==> src/rtl/bcd_sseg_scan.sv <==
// Multiplexed BCD to seven-segment scanner.
// Frame-synchronous double buffer, leading-zero blanking, active-low outputs.
module bcd_sseg_scan #(
  parameter int DIGITS      = 4,
  parameter int REFRESH_DIV = 100000,
  parameter int LZ_BLANK    = 1
) (
  input  logic                  clk,
  input  logic                  rst_n,
  input  logic [4*DIGITS-1:0]   bcd_in,
  input  logic [DIGITS-1:0]     dp_in,
  input  logic                  load,
  input  logic                  blank,
  output logic [6:0]            seg,
  output logic                  dp,
  output logic [DIGITS-1:0]     an,
  output logic                  frame_done
);

  localparam int CW = $clog2(REFRESH_DIV);
  localparam int IW = (DIGITS > 1) ? $clog2(DIGITS) : 1;

  logic [CW-1:0]       cnt;
  logic [IW-1:0]       idx;
  logic                tick;
  logic                wrap;
  logic                boundary;

  logic [4*DIGITS-1:0] shadow_bcd;
  logic [DIGITS-1:0]   shadow_dp;
  logic [4*DIGITS-1:0] act_bcd;
  logic [DIGITS-1:0]   act_dp;
  logic                pending;

  logic [DIGITS-1:0]   zrun;
  logic [DIGITS-1:0]   hide;
  logic [3:0]          cur_code;
  logic                cur_dp;
  logic                cur_hide;
  logic [DIGITS-1:0]   scan_an;
  logic [DIGITS-1:0]   an_raw;
  logic [DIGITS-1:0]   an_next;

  function automatic logic [6:0] decode(input logic [3:0] code);
    logic [6:0] s;
    unique case (code)
      4'd0:    s = 7'b1000000;
      4'd1:    s = 7'b1111001;
      4'd2:    s = 7'b0100100;
      4'd3:    s = 7'b0110000;
      4'd4:    s = 7'b0011001;
      4'd5:    s = 7'b0010010;
      4'd6:    s = 7'b0000010;
      4'd7:    s = 7'b1111000;
      4'd8:    s = 7'b0000000;
      4'd9:    s = 7'b0010000;
      default: s = 7'b0111111;
    endcase
    return s;
  endfunction

  assign tick     = (cnt == CW'(REFRESH_DIV - 1));
  assign wrap     = (idx == IW'(DIGITS - 1));
  assign boundary = tick && wrap;

  always_ff @(posedge clk or negedge rst_n) begin
    if (!rst_n) begin
      cnt <= '0;
      idx <= '0;
    end else begin
      if (tick) cnt <= '0;
      else      cnt <= cnt + CW'(1);
      if (tick) begin
        if (wrap) idx <= '0;
        else      idx <= idx + IW'(1);
      end
    end
  end

  // A load on the boundary bypasses the shadow so it is never a frame late.
  always_ff @(posedge clk or negedge rst_n) begin
    if (!rst_n) begin
      shadow_bcd <= '0;
      shadow_dp  <= '0;
      act_bcd    <= '0;
      act_dp     <= '0;
      pending    <= 1'b0;
    end else begin
      if (load) begin
        shadow_bcd <= bcd_in;
        shadow_dp  <= dp_in;
      end
      if (boundary) begin
        pending <= 1'b0;
        if (load) begin
          act_bcd <= bcd_in;
          act_dp  <= dp_in;
        end else if (pending) begin
          act_bcd <= shadow_bcd;
          act_dp  <= shadow_dp;
        end
      end else if (load) begin
        pending <= 1'b1;
      end
    end
  end

  // A lit decimal point ends the zero run from the top.
  always_comb begin
    logic run;
    run  = 1'b1;
    zrun = '0;
    hide = '0;
    for (int k = DIGITS - 1; k >= 0; k--) begin
      run = run && (act_bcd[4*k +: 4] == 4'd0) && !act_dp[k];
      zrun[k] = run;
      hide[k] = (LZ_BLANK != 0) && (k > 0) && zrun[k];
    end
  end

  always_comb begin
    cur_code = '0;
    cur_dp   = 1'b0;
    cur_hide = 1'b0;
    for (int k = 0; k < DIGITS; k++) begin
      if (idx == IW'(k)) begin
        cur_code = act_bcd[4*k +: 4];
        cur_dp   = act_dp[k];
        cur_hide = hide[k];
      end
    end
  end

  always_comb begin
    scan_an = '1;
    if (!cur_hide) scan_an = ~(DIGITS'(1) << idx);
    an_next = tick ? scan_an : an_raw;
  end

  always_ff @(posedge clk or negedge rst_n) begin
    if (!rst_n) begin
      an_raw     <= '1;
      an         <= '1;
      seg        <= 7'h7F;
      dp         <= 1'b1;
      frame_done <= 1'b0;
    end else begin
      frame_done <= boundary;
      an_raw     <= an_next;
      an         <= blank ? '1 : an_next;
      if (tick) begin
        if (cur_hide) begin
          seg <= 7'h7F;
          dp  <= 1'b1;
        end else begin
          seg <= decode(cur_code);
          dp  <= ~cur_dp;
        end
      end
    end
  end

endmodule

==> config.mk <==
export PLATFORM = sky130hd
export DESIGN_NAME = bcd_sseg_scan
export DESIGN_NICKNAME = d
export VERILOG_FILES = /design/src/rtl/bcd_sseg_scan.sv
export SDC_FILE = /design/constraint.sdc
export NUM_CORES = 1
export LEC_CHECK = 0
export ABC_AREA = 1
export CAP_MARGIN = 20
export CORE_UTILIZATION = 50
export CTS_CLUSTER_DIAMETER = 60
export DETAILED_ROUTE_END_ITERATION = 10
export GPL_TIMING_DRIVEN = 0
export PLACE_DENSITY = 0.71
export SLEW_MARGIN = 20
export SYNTH_ARGS = -nofsm -noshare
export SYNTH_HDL_FRONTEND = slang
export SYNTH_SLANG_ARGS = --single-unit
==> constraint.sdc <==
create_clock -name clk -period 2.4 [get_ports clk]
set_clock_uncertainty 0.05 [all_clocks]
set_input_delay 0.6 -clock clk [delete_from_list [all_inputs] [get_ports clk]]
set_output_delay 0.6 -clock clk [all_outputs]
set_load 0.02 [all_outputs]
==> results of run 1 <==
sequential cells by signal, indices dropped and copies added (netlist names):
register / flops
seg: 7
shadow_bcd: 16
dp: 1
act_dp: 4
frame_done: 1
an_raw: 4
shadow_dp: 4
act_bcd: 16
cnt: 17
pending: 1
idx: 2
an: 4
Yosys cell counts, types with 3 or more instances:
cell type | count | area share
nand4_1 | 4 | 0.0066
nand2_1 | 168 | 0.17
dfstp_2 | 16 | 0.11
nand3_1 | 37 | 0.049
xor2_1 | 7 | 0.016
or2_2 | 7 | 0.012
o21ai_0 | 12 | 0.016
inv_1 | 43 | 0.043
a21oi_1 | 10 | 0.013
a21oi_2 | 3 | 0.0070
nor2_1 | 53 | 0.053
nor3_1 | 4 | 0.0053
dfrtp_1 | 61 | 0.41
inv_2 | 5 | 0.0050
clkbuf_1 | 6 | 0.0060
buf_2 | 4 | 0.0053
ha_1 | 10 | 0.033
area by class of cell:
type / instances / area, sq um / area share
Tap cell: 99 / 124 / 0.0279
Sequential cell: 77 / 1950 / 0.439
Clock inverter: 6 / 30.0 / 0.00676
Inverter: 49 / 186 / 0.0420
Multi-Input combinational cell: 331 / 1580 / 0.356
Timing Repair Buffer: 37 / 385 / 0.0868
Buffer: 11 / 57.6 / 0.0130
Clock buffer: 10 / 128 / 0.0287
worst paths after layout:
path	start	endpoint	slack [ns]	cells past startpoint
worst max-delay path	idx[0]$_DFFE_PN0N_	seg[1]$_DFFE_PN1N_	0.19	12
worst min-delay path	rst_n	cnt[14]$_DFF_PN0_	0.11	1
worst max register to register	idx[0]$_DFFE_PN0N_	seg[1]$_DFFE_PN1N_	0.19	12
worst min register to register	shadow_bcd[5]$_DFFE_PN0P_	shadow_bcd[5]$_DFFE_PN0P_	0.42	2
max in group asynchronous	rst_n	act_dp[1]$_DFFE_PN0P_	1.63	2
min in group clk	shadow_bcd[5]$_DFFE_PN0P_	shadow_bcd[5]$_DFFE_PN0P_	0.42	2
worst max-delay path, stage by stage, from the launching register on:
cell and delay (ns):
dfrtp_1 0.43, ha_1 0.21, buf_2 0.17, inv_2 0.19, nand3_1 0.14, nand2_1 0.16, inv_1 0.11, ha_1 0.29
inv_1 0.04, nor2_1 0.13, nand3b_1 0.13, nand2_1 0.05, inv_1 0.05
routing by layer:
| layer | share of wire | vias to the layer above | global-route usage |
|---|---|---|---|
| met5 | 0 | - | 0 |
| met3 | 0.038 | 6 | 0.0373 |
| met4 | 0.012 | 0 | 0.110 |
| li1 | - | 1552 | - |
| met2 | 0.47 | 65 | 0.347 |
| met1 | 0.48 | 1384 | 0.281 |
power by group:
part	switching (mW)	internal, mW	leakage [nW]
Combinational	0.0721	0.0588	1.28
Clock	0.451	0.365	0.0894
Sequential	0.00864	1.33	0.947
logic make-up after synthesis:
family	count (synthesis)
XOR/XNOR	8
AO/OA/AOI/OAI	28
flip-flops	77
buffers and inverters	61
AND/OR/NAND/NOR	285
adder cells (fa/ha/maj)	10
==> impl_metrics.toml, run 1 <==
[layout]
final_common_cell = "nand2_1"
fin_area_sq_mm = 0.00444
syn2layout_area_growth_pct = 17.8
final-instance-count-excl-fill = 620
antenna_cells = 0
nets = 550
layout_common_cells = "nand2_1 (168), dfrtp_1 (61), nor2_1 (53)"
n_fill_cell = 635
drive_gt1_frac = 0.125
postLayoutCoreUtil = 0.612

[timing]
setup_tns_ns = 0
tightestPinTransition_ns = 0.477
setup_viol = 0
final.setup.worst_slack_ns = 0.191
hold_violations = 0
max_freq_ghz = 0.453
slew_headroom = 0.680
final_max_slew_viol_count = 0
fin_hold_ws_ns = 0.107
layout_min_cycle_time_ns = 2.21
post-route-period-util = 0.920

[logic_synthesis]
synthSimpleGateAreaFrac = 0.324
synth_ff_type = "dfrtp_1"
syn_nets = 503
synth_compound_area_frac = 0.0418
synth_cell_types = 31
syn_inst = 469
synth_enable_flop_cells = 0
synth_top_family_by_area = "simple AND/OR/NAND/NOR gates"
synth_area_sq_mm = 0.00377
synth-xor-area-share = 0.0186
ys_warn_count = 0
syn_area_per_cell_sq_um = 8.03
ys_seq_area_frac = 0.517
synth_fa_ha_area_frac = 0.0332
synthMuxAreaShare = 0
ys_seq_elements = 77
async_reset_ff_frac = 1.00

[power_and_ir_drop]
p_per_area_mw_per_mm2 = 515
p_total_mw = 2.29
ir_drop_mv = 0.307
p_leak_nw = 2.32

[place]
dp_hpwl_um = 5470
numPortBuffers = 36
gp_congestion = 0.819
dpl_worst_slack_ns = 0.0579
dp_cells = 605
post_dp_cell_area_sq_mm = 0.00428

[route]
drtAntennaViolNets = 0
routed_via_density = 4.85
wl_um = 7340
drcViolationCount = 0
num_vias = 3007
drt_iter0_drc = 145
drt_pass1_iterations = 4
wl_per_cell_um = 11.8

[worst_setup_path]
end_kind = "flop"
cp.arrival_ns = 2.45
cp_max_fo = 9
path_class = "flop to flop"
start_kind = "flop"
crit_required_ns = 2.64

[floorplanning]
start_util = 0.519
io_pins = 37
core_sq_mm = 0.00725
dieArea_sq_mm = 0.00789
die_h_um = 88.8
fp.dieW_um = 88.8
rows = 31

[cts]
cts_buffers = 9
cts_tree = "done"
cts_setup_buffers = 0
numClockSinks = 77
cts_max_level = 3
cts_hold_buf = 0
clock_latency_ns = 0.34
cts_root_buf = "clkbuf_8"
clock_path_buffers = 2
clkTransAtPathRegs_ns = 0.08
cts_resized = 0

[global_routing]
track_usage = 0.215
grt_pass1_wl_um = 12900
overflow = 0
antenna_found_initial = 0
grt_max_degree = 52
grt_pass1_vias = 2917

[run]
cap_violations = 0

[worst_hold_path]
hold_path.class = "primary input to asynchronous set/reset pin"

[outcome]
status = "finished, final reports clean"
(Power assumes the default switching activity.)
==> run 2, diff against run 1 <==
--- a/config.mk
+++ b/config.mk
@@ -9,7 +9,8 @@
 export CAP_MARGIN = 20
 export CORE_UTILIZATION = 50
-export CTS_CLUSTER_DIAMETER = 60
+export CTS_CLUSTER_DIAMETER = 30
 export DETAILED_ROUTE_END_ITERATION = 10
 export GPL_TIMING_DRIVEN = 0
+export MAX_ROUTING_LAYER = met4
 export PLACE_DENSITY = 0.71
 export SLEW_MARGIN = 20
==> constraint.sdc (replaced) <==
create_clock -name clk -period 2.4 [get_ports clk]
set_clock_uncertainty 0.05 [all_clocks]
set_input_delay 0.72 -clock clk [delete_from_list [all_inputs] [get_ports clk]]
set_output_delay 0.72 -clock clk [all_outputs]
set_load 0.02 [all_outputs]
==> run 2 against run 1 <==
Against the previous run:
- register-to-register slack gained 0.03 ns
- critical path depth shrank 11
- non-clock buffer count is the same
- highest routed layer unchanged
- sequential cell count is the same
- via count is the same
==> impl_metrics.toml, run 2 (synthesis gave the netlist of run 1 again) <==
[timing]
setup_viol = 0
slew_headroom = 0.720
tightestPinTransition_ns = 0.417
max_freq_ghz = 0.447
final_max_slew_viol_count = 0
post-route-period-util = 0.932
layout_min_cycle_time_ns = 2.24
hold_violations = 0
grt_setup_unrepaired = "no"
final.setup.worst_slack_ns = 0.162

[cts]
clock_path_buffers = 2
numClockSinks = 77
cts_root_buf = "clkbuf_8"
cts_buffers = 9
cts_hold_buf = 0
clkTransAtPathRegs_ns = 0.08
cts_tree = "done"
clock_latency_ns = 0.34
cts_max_level = 3

[floorplanning]
die_h_um = 88.8
dieArea_sq_mm = 0.00789
core_sq_mm = 0.00725
io_pins = 37
start_util = 0.519
fp.dieW_um = 88.8
rows = 31

[global_routing]
grt_busiest_layer = "met2"
grt_pass1_wl_um = 12900
use_met3 = 0.0317
use_met1 = 0.272
grt_pass1_vias = 2993
antenna_found_initial = 0
track_usage = 0.221
met2_usage = 0.362
overflow = 0
grt_max_degree = 48

[layout]
largest_register_ffs = 17
drive_gt1_frac = 0.123
registers.top_by_ff_count = "cnt"
nets = 550
layout_common_cells = "nand2_1 (168), dfrtp_1 (61), nor2_1 (53)"
n_fill_cell = 631
antenna_cells = 0
syn2layout_area_growth_pct = 19.4
reg.largest.list = "cnt: 17 flops, act_bcd: 16 flops, shadow_bcd: 16 flops"
final_common_cell = "nand2_1"
postLayoutCoreUtil = 0.620

[route]
drt_pass1_iterations = 4
wl_per_cell_um = 11.8
drt_iter0_drc = 110
drtAntennaViolNets = 0
routed_via_density = 4.85
num_vias = 3007
drcViolationCount = 0
wl_um = 7330

[worst_setup_path]
critPathSlowestCell = "clkdlybuf4s50_1"
cpPeakStageDelay_ns = 0.60
start_kind = "flop"
critPathTopFamily = "buffers and inverters"
end_kind = "output port"
cp.arrival_ns = 1.47
crit_chain = "clkdlybuf4s50_1"
path_class = "flop to output port"
r2r_setup_slack_ns = 0.22
worst-path-buf-inv = 1
cp_max_fo = 2
crit_required_ns = 1.63

[run]
cap_violations = 0

[worst_hold_path]
hold_path.class = "primary input to asynchronous set/reset pin"

[power_and_ir_drop]
p_leak_nw = 2.34
p_per_area_mw_per_mm2 = 562
ir_drop_mv = 0.330

[outcome]
status = "finished, final reports clean"

[place]
dpl_worst_slack_ns = 0.0492
gp_congestion = 0.840
numPortBuffers = 36
dp_hpwl_um = 5530
-- run 2: cell count changes in the layout (fill, tap and decap cells not counted) --
cell / previous run / this run
clkbuf_8: 9 / 10
clkinv_2: 6 / 2
bufinv_16: 0 / 2
clkinv_1: 0 / 1
-- run 2: power by group --
part	leakage, nW	internal, mW	total (mW)	switching (mW)
clock network	0.111	0.608	1.06	0.448
logic	1.28	0.0587	0.130	0.0715
registers	0.947	1.33	1.34	0.00837
-- run 2: layer usage --
layer / up-vias / part of all wire / wire length, um
li1: 1554 / - / -
met1: 1407 / 0.47 / 3480
met2: 42 / 0.49 / 3600
met3: 4 / 0.026 / 188
met4: 0 / 0.0081 / 59
met5: - / 0 / 0
-- run 2: worst paths after layout --
| path | from | depth (start not counted) | endpoint |
|---|---|---|---|
| max reg2reg | idx[0]$_DFFE_PN0N_ | 12 | seg[1]$_DFFE_PN1N_ |
| min reg2reg | shadow_bcd[7]$_DFFE_PN0P_ | 2 | shadow_bcd[7]$_DFFE_PN0P_ |
| max | dp$_DFFE_PN1N_ | 1 | dp |
| min | rst_n | 1 | cnt[14]$_DFF_PN0_ |
| max in group asynchronous | rst_n | 2 | shadow_dp[1]$_DFFE_PN0P_ |
| min in group clk | shadow_bcd[7]$_DFFE_PN0P_ | 2 | shadow_bcd[7]$_DFFE_PN0P_ |
-- run 2: per-stage QoR --
stage	hold WS [ns]	std cells	TNS [ns]	cell area [sq um]	total power [mW]
floorplan	0.374	469	0	3770	1.41
global placement	0.397	604	-143.95	4250	1.49
detailed placement	0.409	605	0	4280	1.50
CTS	0.252	621	0	4490	2.56
global route	0.271	620	0	4500	2.64
finish	0.251	620	0	4500	2.53
-- run 2: timing repair --
action                                  CTS  global route
endpoints found under the setup margin    0             7
buffers inserted                          0             0
gates resized for setup                   0             4
endpoints found under the hold margin     0             0
-- run 2: final cells by class --
| class | count | area [sq um] | area share |
|---|---|---|---|
| Inverter | 49 | 186 | 0.0415 |
| Clock inverter | 5 | 73.8 | 0.0164 |
| Buffer | 11 | 57.6 | 0.0128 |
| Timing Repair Buffer | 37 | 385 | 0.0857 |
| Multi-Input combinational cell | 331 | 1580 | 0.352 |
| Clock buffer | 11 | 141 | 0.0314 |
| Tap cell | 99 | 124 | 0.0275 |
| Sequential cell | 77 | 1950 | 0.433 |
==> run 3, diff against run 2 <==
CORE_MARGIN = 4   (was default)
==> run 3 against run 2 <==
Against the previous run:
- first-iteration DRC count decreased by 16%
- non-clock buffer count unchanged
- setup slack worse by 0.0086 ns
- via count barely moved
- clock-buffer cell count increased by 1
- routed wire length up 1.4%
- sequential share of layout area grew 0.29 points
- register-to-register slack better by 0.04 ns
- sequential power barely moved
- fmax shrank 0.38%
- clock power is 14% lower
- critical endpoint is now seg[4]
- highest routed layer unchanged
==> impl_metrics.toml, run 3 (synthesis gave the netlist of run 1 again) <==
[floorplanning]
dieArea_sq_mm = 0.00899
start_util = 0.517
die_h_um = 94.8
core_sq_mm = 0.00729
rows = 31
io_pins = 37
fp.dieW_um = 94.8

[power_and_ir_drop]
ir_drop_mv = 0.340
p_total_mw = 2.38
p_leak_nw = 2.33
p_per_area_mw_per_mm2 = 533

[global_routing]
grt_max_degree = 51
grt_pass1_vias = 2949
antenna_found_initial = 0
grt_busiest_layer = "met2"
use_met1 = 0.236
track_usage = 0.194
overflow = 0
met2_usage = 0.314
use_met3 = 0.0359
grt_pass1_wl_um = 13100

[worst_setup_path]
start_kind = "flop"
cp.arrival_ns = 1.48
path_class = "flop to output port"
cpPeakStageDelay_ns = 0.60
critPathSlowestCell = "clkdlybuf4s50_1"
crit_chain = "clkdlybuf4s50_1"
cp_max_fo = 2
end_kind = "output port"
worst-path-buf-inv = 1
crit_required_ns = 1.63
critPathTopFamily = "buffers and inverters"

[layout]
area.sequential_sq_mm = 0.00195
reg.largest.list = "cnt: 17 flops, act_bcd: 16 flops, shadow_bcd: 16 flops"
syn2layout_area_growth_pct = 18.6
layout_common_cells = "nand2_1 (167), dfrtp_1 (61), nor2_1 (53)"
final_common_cell = "nand2_1"
drive_gt1_frac = 0.125
postLayoutCoreUtil = 0.613
nets = 550
final-instance-count-excl-fill = 620
registers.top_by_ff_count = "cnt"
n_fill_cell = 668
multi_input_area_sq_mm = 0.00158
largest_register_ffs = 17
antenna_cells = 0

[timing]
final_max_slew_viol_count = 0
post-route-period-util = 0.936
grt_setup_unrepaired = "no"
tightestPinTransition_ns = 0.478
slew_headroom = 0.679
setup_viol = 0
hold_violations = 0
final.setup.worst_slack_ns = 0.154
layout_min_cycle_time_ns = 2.25
setup_tns_ns = 0
max_freq_ghz = 0.445

[cts]
cts_tree = "done"
numClockSinks = 77
clock_path_buffers = 2
cts_root_buf = "clkbuf_8"
clkTransAtPathRegs_ns = 0.07
clock_latency_ns = 0.35
cts_buffers = 9
cts_max_level = 3

[route]
wl_per_cell_um = 12.0
drt_iter0_drc = 92
drt_pass1_iterations = 5
drtAntennaViolNets = 0
routed_via_density = 4.85
num_vias = 3008
drcViolationCount = 0
wl_um = 7430

[outcome]
status = "finished, final reports clean"

[place]
dp_hpwl_um = 5690
dpl_worst_slack_ns = 0.0625
numPortBuffers = 36
dp_cells = 605
gp_congestion = 0.877

[worst_hold_path]
hold_path.class = "primary input to asynchronous set/reset pin"

[run]
cap_violations = 0
==> run 3: worst paths after layout <==
| path | cells past startpoint | startpoint | slack (ns) | endpoint |
|---|---|---|---|---|
| hold / removal | 1 | rst_n | 0.23 | cnt[15]$_DFF_PN0_ |
| min in group clk | 2 | shadow_bcd[2]$_DFFE_PN0P_ | 0.42 | shadow_bcd[2]$_DFFE_PN0P_ |
| setup reg to reg | 12 | idx[0]$_DFFE_PN0N_ | 0.26 | seg[1]$_DFFE_PN1N_ |
| max in group asynchronous | 2 | rst_n | 1.51 | shadow_bcd[5]$_DFFE_PN0P_ |
| hold reg to reg | 2 | shadow_bcd[2]$_DFFE_PN0P_ | 0.42 | shadow_bcd[2]$_DFFE_PN0P_ |
| setup / recovery | 1 | seg[4]$_DFFE_PN1N_ | 0.15 | seg[4] |
==> run 3: worst register-to-register path: cells and delay by family, from the launching register on <==
kind,cells,cell delay [ns]
simple gates,5,0.57
buf+inv,5,0.55
fa+ha+maj,2,0.49
flops,1,0.43
==> run 3: layout make-up <==
| cell class | instances | area share |
|---|---|---|
| sequential | 77 | 0.436 |
| multi-input combinational | 331 | 0.354 |
| timing repair buffer | 37 | 0.0863 |
| inverter | 49 | 0.0417 |
| clock buffer | 12 | 0.0373 |
| tap | 99 | 0.0277 |
| buffer | 11 | 0.0129 |
| clock inverter | 4 | 0.00448 |
==> run 3: per-layer routing <==
metal	wire (um)	part of all wire
met1	3410	0.46
met2	3570	0.48
met3	305	0.041
met4	148	0.020
met5	0	0
==> run 3: what timing repair did <==
| item | in CTS | in global routing |
|---|---|---|
| setup buffers | 0 | 0 |
| hold buffers | 0 | 0 |
| setup endpoints to repair | 0 | 7 |
| gates resized for setup | 0 | 4 |
==> run 3: per-stage QoR <==
stage,area (sq um),hold slack [ns]
3_3_place_gp,4250,0.396
5_1_grt,4470,0.240
4_1_cts,4460,0.230
3_5_place_dp,4280,0.407
2_1_floorplan,3770,0.374
6_report,4470,0.230
==> run 3: report_power, final <==
group	internal (mW)	total [mW]	switching (mW)
clock	0.460	0.909	0.449
sequential	1.33	1.34	0.00832
combinational	0.0587	0.130	0.0714
total	1.85	2.38	0.529
